**src/rtl/mem_arbiter_pkg.sv**
```systemverilog
`default_nettype none
//==============================================================================
// Module   : mem_pkg
// Purpose  : Shared types, store-size encodings and byte-lane helper for
//            the instruction/data memory arbiter.
// Revision : 1.0
//==============================================================================
package mem_pkg;

   typedef enum logic [1:0] {
      ST_IDLE       = 2'd0,
      ST_FETCH_WAIT = 2'd1,
      ST_LOAD_WAIT  = 2'd2,
      ST_STORE_ACK  = 2'd3
   } state_t;

   localparam logic [1:0] SZ_BYTE = 2'b00;
   localparam logic [1:0] SZ_HALF = 2'b01;
   localparam logic [1:0] SZ_WORD = 2'b10;
   localparam logic [1:0] SZ_LOAD = 2'b11;

   typedef struct packed {
      logic [3:0]  we;
      logic [31:0] wdata;
      logic        misaligned;
   } lane_t;

   // Store data is replicated across every lane so the enable mask alone
   // selects which bytes land in memory.
   function automatic lane_t lane_gen(
      input logic [1:0]  size,
      input logic [1:0]  addr_lo,
      input logic [31:0] wdata
   );
      lane_t l;
      l.we         = 4'b0000;
      l.wdata      = 32'h0000_0000;
      l.misaligned = 1'b0;
      case (size)
         SZ_BYTE: begin
            l.we    = 4'b0001 << addr_lo;
            l.wdata = {4{wdata[7:0]}};
         end
         SZ_HALF: begin
            l.wdata = {2{wdata[15:0]}};
            if (addr_lo[0]) begin
               l.misaligned = 1'b1;
            end else begin
               l.we = 4'b0011 << {addr_lo[1], 1'b0};
            end
         end
         SZ_WORD: begin
            l.wdata = wdata;
            if (addr_lo != 2'b00) begin
               l.misaligned = 1'b1;
            end else begin
               l.we = 4'b1111;
            end
         end
         default: begin
            l.we = 4'b0000;
         end
      endcase
      return l;
   endfunction

endpackage
`default_nettype wire

```
**src/rtl/mem_arbiter_if.sv**
```systemverilog
`default_nettype none
//==============================================================================
// Module   : mem_arbiter_if
// Purpose  : Fetch, load/store and memory-side signals of the arbiter.
// Revision : 1.0
//==============================================================================
interface mem_arbiter_if #(
   parameter int ADDR_W = 32,
   parameter int DATA_W = 32
);
   logic              fetch_req;
   logic [ADDR_W-1:0] fetch_addr;
   logic [DATA_W-1:0] fetch_rdata;
   logic              fetch_valid;

   logic              data_req;
   logic [ADDR_W-1:0] data_addr;
   logic [DATA_W-1:0] data_wdata;
   logic [1:0]        store_size;
   logic [DATA_W-1:0] data_rdata;
   logic              data_valid;
   logic              misalign_err;

   logic [ADDR_W-1:0] mem_addr;
   logic [DATA_W-1:0] mem_wdata;
   logic [3:0]        mem_we;
   logic              mem_re;
   logic [DATA_W-1:0] mem_rdata;

   // Arbiter side
   modport slave (
      input  fetch_req, fetch_addr, data_req, data_addr, data_wdata,
             store_size, mem_rdata,
      output fetch_rdata, fetch_valid, data_rdata, data_valid, misalign_err,
             mem_addr, mem_wdata, mem_we, mem_re
   );

   // Core and memory side
   modport master (
      output fetch_req, fetch_addr, data_req, data_addr, data_wdata,
             store_size, mem_rdata,
      input  fetch_rdata, fetch_valid, data_rdata, data_valid, misalign_err,
             mem_addr, mem_wdata, mem_we, mem_re
   );
endinterface
`default_nettype wire

```
**src/rtl/mem_arbiter_store_lane_gen.sv**
```systemverilog
`default_nettype none
//==============================================================================
// Module   : store_lane_gen
// Purpose  : Byte enables, replicated write data and misalignment flag.
// Revision : 1.0
//==============================================================================
module store_lane_gen
   import mem_pkg::*;
(
   input  logic [1:0]  i_size,
   input  logic [1:0]  i_addr_lo,
   input  logic [31:0] i_wdata,
   output logic [3:0]  o_we,
   output logic [31:0] o_wdata_rep,
   output logic        o_misaligned
);

   lane_t w_lane;

   always_comb begin
      w_lane = lane_gen(i_size, i_addr_lo, i_wdata);
   end

   assign o_we         = w_lane.we;
   assign o_wdata_rep  = w_lane.wdata;
   assign o_misaligned = w_lane.misaligned;

endmodule
`default_nettype wire

```
**src/rtl/mem_arbiter.sv**
```systemverilog
`default_nettype none
//==============================================================================
// Module   : mem_arbiter
// Purpose  : Single-port memory arbiter, data over fetch with starvation guard.
// Revision : 1.0
//==============================================================================
module mem_arbiter
   import mem_pkg::*;
#(
   parameter int ADDR_W     = 32,
   parameter int DATA_W     = 32,
   parameter int STARVE_LIM = 4
) (
   input  logic          CLK,
   input  logic          RST_N,
   mem_arbiter_if.slave  bus
);

   localparam int                 c_cnt_w = $clog2(STARVE_LIM + 1);
   localparam logic [c_cnt_w-1:0] c_lim   = c_cnt_w'(STARVE_LIM);

   state_t              r_state;
   state_t              w_state_next;
   logic [c_cnt_w-1:0]  r_starve_cnt;
   logic                r_err_flag;
   logic                r_fetch_valid;
   logic                r_data_valid;
   logic                r_misalign_err;
   logic [DATA_W-1:0]   r_fetch_rdata;
   logic [DATA_W-1:0]   r_data_rdata;

   logic                w_grant_fetch;
   logic                w_grant_data;
   logic                w_is_load;
   logic                w_mem_re;
   logic [3:0]          w_mem_we;
   logic [ADDR_W-1:0]   w_mem_addr;
   logic [DATA_W-1:0]   w_mem_wdata;
   logic [3:0]          w_lane_we;
   logic [31:0]         w_lane_wdata;
   logic                w_lane_misaligned;
   logic                w_unused;

   assign w_is_load = (bus.store_size == SZ_LOAD);
   assign w_unused  = &{1'b0, bus.fetch_addr[1:0]};

   store_lane_gen u_lane (
      .i_size       (bus.store_size),
      .i_addr_lo    (bus.data_addr[1:0]),
      .i_wdata      (bus.data_wdata),
      .o_we         (w_lane_we),
      .o_wdata_rep  (w_lane_wdata),
      .o_misaligned (w_lane_misaligned)
   );

   always_ff @(posedge CLK or negedge RST_N) begin
      if (!RST_N) begin
         r_state <= ST_IDLE;
      end else begin
         r_state <= w_state_next;
      end
   end

   // Grants are gated by RST_N so no strobe can escape while reset is held.
   always_comb begin
      w_state_next  = r_state;
      w_grant_fetch = 1'b0;
      w_grant_data  = 1'b0;
      case (r_state)
         ST_IDLE: begin
            if (RST_N) begin
               if (bus.fetch_req && (r_starve_cnt == c_lim)) begin
                  w_grant_fetch = 1'b1;
               end else if (bus.data_req) begin
                  w_grant_data = 1'b1;
               end else if (bus.fetch_req) begin
                  w_grant_fetch = 1'b1;
               end
            end
            if (w_grant_fetch) begin
               w_state_next = ST_FETCH_WAIT;
            end else if (w_grant_data) begin
               w_state_next = w_is_load ? ST_LOAD_WAIT : ST_STORE_ACK;
            end
         end
         ST_FETCH_WAIT: w_state_next = ST_IDLE;
         ST_LOAD_WAIT:  w_state_next = ST_IDLE;
         ST_STORE_ACK:  w_state_next = ST_IDLE;
         default:       w_state_next = ST_IDLE;
      endcase
   end

   always_comb begin
      w_mem_re    = 1'b0;
      w_mem_we    = 4'b0000;
      w_mem_addr  = '0;
      w_mem_wdata = '0;
      if (w_grant_fetch) begin
         w_mem_re   = 1'b1;
         w_mem_addr = {bus.fetch_addr[ADDR_W-1:2], 2'b00};
      end else if (w_grant_data) begin
         w_mem_addr = {bus.data_addr[ADDR_W-1:2], 2'b00};
         if (w_is_load) begin
            w_mem_re = 1'b1;
         end else if (!w_lane_misaligned) begin
            w_mem_we    = w_lane_we;
            w_mem_wdata = w_lane_wdata;
         end
      end
   end

   always_ff @(posedge CLK or negedge RST_N) begin
      if (!RST_N) begin
         r_starve_cnt   <= '0;
         r_err_flag     <= 1'b0;
         r_fetch_valid  <= 1'b0;
         r_data_valid   <= 1'b0;
         r_misalign_err <= 1'b0;
         r_fetch_rdata  <= '0;
         r_data_rdata   <= '0;
      end else begin
         r_fetch_valid  <= (r_state == ST_FETCH_WAIT);
         r_data_valid   <= (r_state == ST_LOAD_WAIT) || (r_state == ST_STORE_ACK);
         r_misalign_err <= (r_state == ST_STORE_ACK) && r_err_flag;
         if (r_state == ST_FETCH_WAIT) begin
            r_fetch_rdata <= bus.mem_rdata;
         end
         if (r_state == ST_LOAD_WAIT) begin
            r_data_rdata <= bus.mem_rdata;
         end
         // Count only data grants that made a pending fetch wait.
         if (w_grant_fetch) begin
            r_starve_cnt <= '0;
         end else if (w_grant_data) begin
            if (!bus.fetch_req) begin
               r_starve_cnt <= '0;
            end else if (r_starve_cnt != c_lim) begin
               r_starve_cnt <= r_starve_cnt + c_cnt_w'(1);
            end
            r_err_flag <= !w_is_load && w_lane_misaligned;
         end
      end
   end

   assign bus.mem_re       = w_mem_re;
   assign bus.mem_we       = w_mem_we;
   assign bus.mem_addr     = w_mem_addr;
   assign bus.mem_wdata    = w_mem_wdata;
   assign bus.fetch_valid  = r_fetch_valid;
   assign bus.fetch_rdata  = r_fetch_rdata;
   assign bus.data_valid   = r_data_valid;
   assign bus.data_rdata   = r_data_rdata;
   assign bus.misalign_err = r_misalign_err;

endmodule
`default_nettype wire

```
**src/flat_wrapper.sv**
```systemverilog
// flat-port wrapper written by rule: the top's interface ports become plain ports
module mem_arbiter_flat import mem_pkg::*;
#(
   parameter int ADDR_W     = 32,
   parameter int DATA_W     = 32,
   parameter int STARVE_LIM = 4
)
  (CLK, RST_N, bus_fetch_req, bus_fetch_addr, bus_data_req, bus_data_addr, bus_data_wdata, bus_store_size, bus_mem_rdata, bus_fetch_rdata, bus_fetch_valid, bus_data_rdata, bus_data_valid, bus_misalign_err, bus_mem_addr, bus_mem_wdata, bus_mem_we, bus_mem_re);
  mem_arbiter_if #(.ADDR_W(ADDR_W), .DATA_W(DATA_W)) bus_i ();
  input  logic CLK;
  input  logic RST_N;
  input wire logic [$bits(bus_i.fetch_req)-1:0] bus_fetch_req;
  input wire logic [$bits(bus_i.fetch_addr)-1:0] bus_fetch_addr;
  input wire logic [$bits(bus_i.data_req)-1:0] bus_data_req;
  input wire logic [$bits(bus_i.data_addr)-1:0] bus_data_addr;
  input wire logic [$bits(bus_i.data_wdata)-1:0] bus_data_wdata;
  input wire logic [$bits(bus_i.store_size)-1:0] bus_store_size;
  input wire logic [$bits(bus_i.mem_rdata)-1:0] bus_mem_rdata;
  output wire logic [$bits(bus_i.fetch_rdata)-1:0] bus_fetch_rdata;
  output wire logic [$bits(bus_i.fetch_valid)-1:0] bus_fetch_valid;
  output wire logic [$bits(bus_i.data_rdata)-1:0] bus_data_rdata;
  output wire logic [$bits(bus_i.data_valid)-1:0] bus_data_valid;
  output wire logic [$bits(bus_i.misalign_err)-1:0] bus_misalign_err;
  output wire logic [$bits(bus_i.mem_addr)-1:0] bus_mem_addr;
  output wire logic [$bits(bus_i.mem_wdata)-1:0] bus_mem_wdata;
  output wire logic [$bits(bus_i.mem_we)-1:0] bus_mem_we;
  output wire logic [$bits(bus_i.mem_re)-1:0] bus_mem_re;
  assign bus_i.fetch_req = bus_fetch_req;
  assign bus_i.fetch_addr = bus_fetch_addr;
  assign bus_i.data_req = bus_data_req;
  assign bus_i.data_addr = bus_data_addr;
  assign bus_i.data_wdata = bus_data_wdata;
  assign bus_i.store_size = bus_store_size;
  assign bus_i.mem_rdata = bus_mem_rdata;
  assign bus_fetch_rdata = bus_i.fetch_rdata;
  assign bus_fetch_valid = bus_i.fetch_valid;
  assign bus_data_rdata = bus_i.data_rdata;
  assign bus_data_valid = bus_i.data_valid;
  assign bus_misalign_err = bus_i.misalign_err;
  assign bus_mem_addr = bus_i.mem_addr;
  assign bus_mem_wdata = bus_i.mem_wdata;
  assign bus_mem_we = bus_i.mem_we;
  assign bus_mem_re = bus_i.mem_re;
  mem_arbiter #(.ADDR_W(ADDR_W), .DATA_W(DATA_W), .STARVE_LIM(STARVE_LIM)) u_core (.CLK(CLK), .RST_N(RST_N), .bus(bus_i));
endmodule
```
**config.mk**
```make
export PLATFORM = sky130hd
export DESIGN_NAME = mem_arbiter_flat
export DESIGN_NICKNAME = d
export VERILOG_FILES = /design/src/rtl/mem_arbiter_pkg.sv /design/src/rtl/mem_arbiter_if.sv /design/src/rtl/mem_arbiter_store_lane_gen.sv /design/src/rtl/mem_arbiter.sv /design/src/flat_wrapper.sv
export SDC_FILE = /design/constraint.sdc
export NUM_CORES = 1
export LEC_CHECK = 0
export CAP_MARGIN = 20
export CELL_PAD_IN_SITES_DETAIL_PLACEMENT = 0
export CELL_PAD_IN_SITES_GLOBAL_PLACEMENT = 1
export CORE_MARGIN = 2
export CORE_UTILIZATION = 27
export DETAILED_ROUTE_END_ITERATION = 10
export PLACE_DENSITY_LB_ADDON = 0.12
export RECOVER_POWER = 50
export SLEW_MARGIN = 0
export SYNTH_ARGS = -nofsm -noshare
export SYNTH_HDL_FRONTEND = slang
export SYNTH_SLANG_ARGS = --single-unit
```
**constraint.sdc**
```tcl
create_clock -name CLK -period 1.8 [get_ports CLK]
set_input_delay 0.27 -clock CLK [delete_from_list [all_inputs] [get_ports CLK]]
set_output_delay 0.27 -clock CLK [all_outputs]
set_load 0.005 [all_outputs]
```
==> results by group <==
Status
  • Outcome: finished with violations
  • Failing checks: setup timing

Timing
  • Final WS setup: -0.374 ns
  • Slew Viols, Final: 0
  • Final worst clock skew: about 0.0033 ns
  • Final setup violating endpoints: 67
  • Final period utilization: 1.21
  • Max_slew headroom: 0.0140
  • Fin. Hold Viols: 0
  • Worst-Margin Slew: about 1.5 ns
  • Crit path time final: approximately 2.2 ns
  • Unrepaired setup endpoints after global routing: yes
  • Fmax achieved: 0.460 GHz

Yosys
  • Synth area leaders: dfrtp_1 (42%), mux2_2 (16%), nand3_1 (7.2%)
  • Post-synth top area share: 0.422
  • Post-Synth Simple-Gate Area: 0.196
  • Adder-cell share of the synthesized area: 0.0231
  • Compound-Gate Fraction of Synth Area: 0.107
  • Post-synthesis instance total: 394
  • Syn Area/Cell: ~11 um^2
  • Flops & latches, synth: 73
  • Seq/Total Area, Yosys: 0.422
  • Post-Synth XOR/XNOR Area: 0
  • Largest family of logic cells by synthesized area: simple AND/OR/NAND/NOR gates
  • Async S/R FF share, synth: 1.00
  • Number of synthesis warnings: 0
  • Yosys top cell by area: dfrtp_1
  • Multiplexer area fraction after synthesis: 0.174
  • Number of synthesized flops with an enable pin: 0
  • Synthesized cell area: ~0.0043 mm^2
  • Yosys cell types: between 40 and 50
  • Post-synth top flop: dfrtp_1

Placement
  • Port Buffers: 265
  • GP Congestion: ~0.76
  • Pre-CTS setup slack: -0.857 ns
  • HPWL Detailed: between 10,000 and 15,000 um

Critical path
  • Type of the worst setup path: reg -> out
  • Worst-path cell chain: nor3b_4 -> nand4b_4 -> buf_4 -> buf_8 -> nor3_2 -> clkdlybuf4s15_2
  • CP max stage delay: around 0.40 ns
  • CP endpoint kind: output port
  • Worst path slowest cell: dfrtp_1
  • CP required: about 1.5 ns
  • Largest fanout on the critical path: 6
  • Top Family by Delay on Critical Path: simple AND/OR/NAND/NOR gates
  • Crit path buffers/inverters: 3
  • Worst endpoint data arrival time: about 1.9 ns
  • Worst setup SP type: flop

Hold path
  • HP Class: in -> async

Power and ir drop
  • Worst vdd ir: approximately 340 uV
  • PD cells: just under 800 mW/mm^2
  • Seq pwr share: 0.350
  • Sw frac: 0.274
  • Internal power: between 4 and 5 mW
  • Switching power total: ~1.8 mW
  • Clk pwr share: 0.250
  • P_leak: between 3 and 4 nW
  • Comb pwr share: 0.400

Cells and area
  • Final Util: 0.527
  • Layout area overhead: 92.1%
  • Storage element area: around 0.0018 mm^2
  • # diodes: 0
  • Commonest cells after routing, fill and taps aside: clkdlybuf4s50_1 (165), dfrtp_1 (73), mux2_2 (62), buf_2 (57), nand3_1 (52)
  • Filler cell count: between 1,000 and 1,500
  • Layout cells sized above 1: 0.456
  • Commonest non-fill, non-tap cell in the layout: clkdlybuf4s50_1
  • Multi-input combinational cell area: between 0.002 and 0.003 mm^2
  • Final #Nets: between 800 and 900

Global routing
  • Grt ovf: 0
  • First-pass GRT wire length: roughly 23,000 um
  • Gr usage total: 0.171
  • Initial antenna violation count: 0
  • Vias in the first global route: 4,455
  • Largest net degree at the start of global routing: slightly below 70

Routing
  • Iteration-0 DRC Markers: around 230
  • DRT Pass-1 Iters: 5
  • Remaining antenna violation count after routing: 0
  • Average vias per placed instance: slightly below 5
  • Final WL: approximately 16,000 um
  • Drc violations: 0
  • DR WL/cell: around 17 um
  • Vias: 4,429

Floorplanning
  • Die width: around 130 um
  • Die area: 0.0171 mm^2
  • Rows: 46
  • Core Area: between 0.015 and 0.02 mm^2
  • Chip height: ~130 um
  • # IOs: 270
  • Initial core utilization: 0.274

Clocking
  • Cts bufs inserted: 9
  • H-tree depth: 3
  • Bufs on Longest Clock Path: 2
  • CTS tree: done
  • Insertion delay to the later sink of the worst-skew pair: around 0.33 ns
  • Clock sink total: 73
  • Clk Tree Root Cell: clkbuf_16
  • Clock-pin transition on the worst setup and hold timing paths: 0.05 ns

Flow run
  • Max cap viols: 0
area by class of cell:
class,count,area share
Timing Repair Buffer,334,0.390
Multi-Input combinational cell,271,0.321
Sequential cell,73,0.220
Tap cell,216,0.0325
Clock buffer,11,0.0304
Clock inverter,5,0.00346
Inverter,5,0.00226
cells by family after synthesis:
logic type,Yosys count
AND/OR/NAND/NOR,128
flip-flops,73
multiplexers,66
AO/OA/AOI/OAI,67
other,1
adder cells (fa/ha/maj),8
buffers and inverters,51
flip-flops by register name, indices dropped and copies added (netlist names):
name,cells
u_core.bus.data_valid,1
u_core.bus.misalign_err,1
u_core.r_state,2
u_core.r_starve_cnt,3
u_core.r_err_flag,1
u_core.bus.fetch_valid,1
u_core.bus.fetch_rdata,32
u_core.bus.data_rdata,32
stage by stage:
| stage | TNS [ns] | hold slack (ns) | instance area [um^2] | total power [mW] | std cells |
|---|---|---|---|---|---|
| 2_1_floorplan | 0 | -0.0256 | 4330 | 3.21 | 395 |
| 3_3_place_gp | -43.65 | 0.195 | 7310 | 4.74 | 866 |
| 3_5_place_dp | -44.62 | 0.199 | 7310 | 4.79 | 866 |
| 4_1_cts | -20.65 | 0.196 | 8000 | 6.65 | 907 |
| 5_1_grt | -27.64 | 0.503 | 8310 | 6.99 | 915 |
| 6_report | -19.11 | 0.494 | 8310 | 6.58 | 915 |
power by group through the flow:
stage / Sequential [mW] / Combinational [mW] / Clock, mW
2_1_floorplan: 2.37 / 0.841 / 0
3_3_place_gp: 2.32 / 2.42 / 0
3_5_place_dp: 2.35 / 2.44 / 0
4_1_cts: 2.32 / 2.62 / 1.71
5_1_grt: 2.36 / 2.84 / 1.79
6_report: 2.30 / 2.64 / 1.64
synthesized netlist by cell type (3+ instances only):
| master | number |
|---|---|
| ha_1 | 8 |
| a21oi_1 | 31 |
| clkbuf_1 | 10 |
| mux2_4 | 3 |
| buf_6 | 12 |
| inv_1 | 5 |
| buf_2 | 12 |
| nor3_2 | 30 |
| mux2_2 | 62 |
| buf_4 | 6 |
| nor3_1 | 4 |
| a222oi_1 | 8 |
| a22oi_1 | 16 |
| nand2_1 | 10 |
| buf_1 | 4 |
| dfrtp_1 | 73 |
| nand2b_1 | 6 |
| nand3_1 | 62 |
worst register-to-register path: stages (launching register included):
cell      delay, ns
dfrtp_1        0.39
buf_4          0.13
clkbuf_1       0.14
nand2b_2       0.13
clkbuf_4       0.44
mux2_2         0.42
layer usage:
layer | GRT usage | vias to the layer above | wire length [um]
met5 | 0 | - | 0
met4 | 0.0526 | 0 | 292
met3 | 0.0387 | 23 | 1140
met2 | 0.298 | 207 | 7820
met1 | 0.213 | 2145 | 6480
li1 | - | 2054 | -
final timing paths:
kind,slack (ns),end,cells after the start,startpoint
max reg2reg,0.03,u_core.bus.fetch_rdata[2]$_DFFE_PN0P_,5,u_core.r_state[1]$_DFFE_PN0P_
min reg2reg,0.50,u_core.bus.fetch_rdata[12]$_DFFE_PN0P_,1,u_core.bus.fetch_rdata[12]$_DFFE_PN0P_
min,0.49,u_core.bus.fetch_rdata[15]$_DFFE_PN0P_,2,RST_N
max in group asynchronous,0.41,u_core.bus.fetch_rdata[27]$_DFFE_PN0P_,2,RST_N
min in group CLK,0.50,u_core.bus.fetch_rdata[12]$_DFFE_PN0P_,1,u_core.bus.fetch_rdata[12]$_DFFE_PN0P_
max,-0.37,bus_mem_wdata[25],6,u_core.r_state[0]$_DFFE_PN0P_
repair_timing:
| item | CTS | global route |
|---|---|---|
| setup endpoints to repair | 67 | 67 |
| pin swaps | 24 | 30 |
| gates cloned | 8 | 3 |
| gates resized for setup | 332 | 55 |
| hold buffers | 1 | 0 |
| setup buffers | 16 | 7 |
| endpoints found under the hold margin | 6 | 0 |
Note: power is estimated with default switching activity, not from simulation.
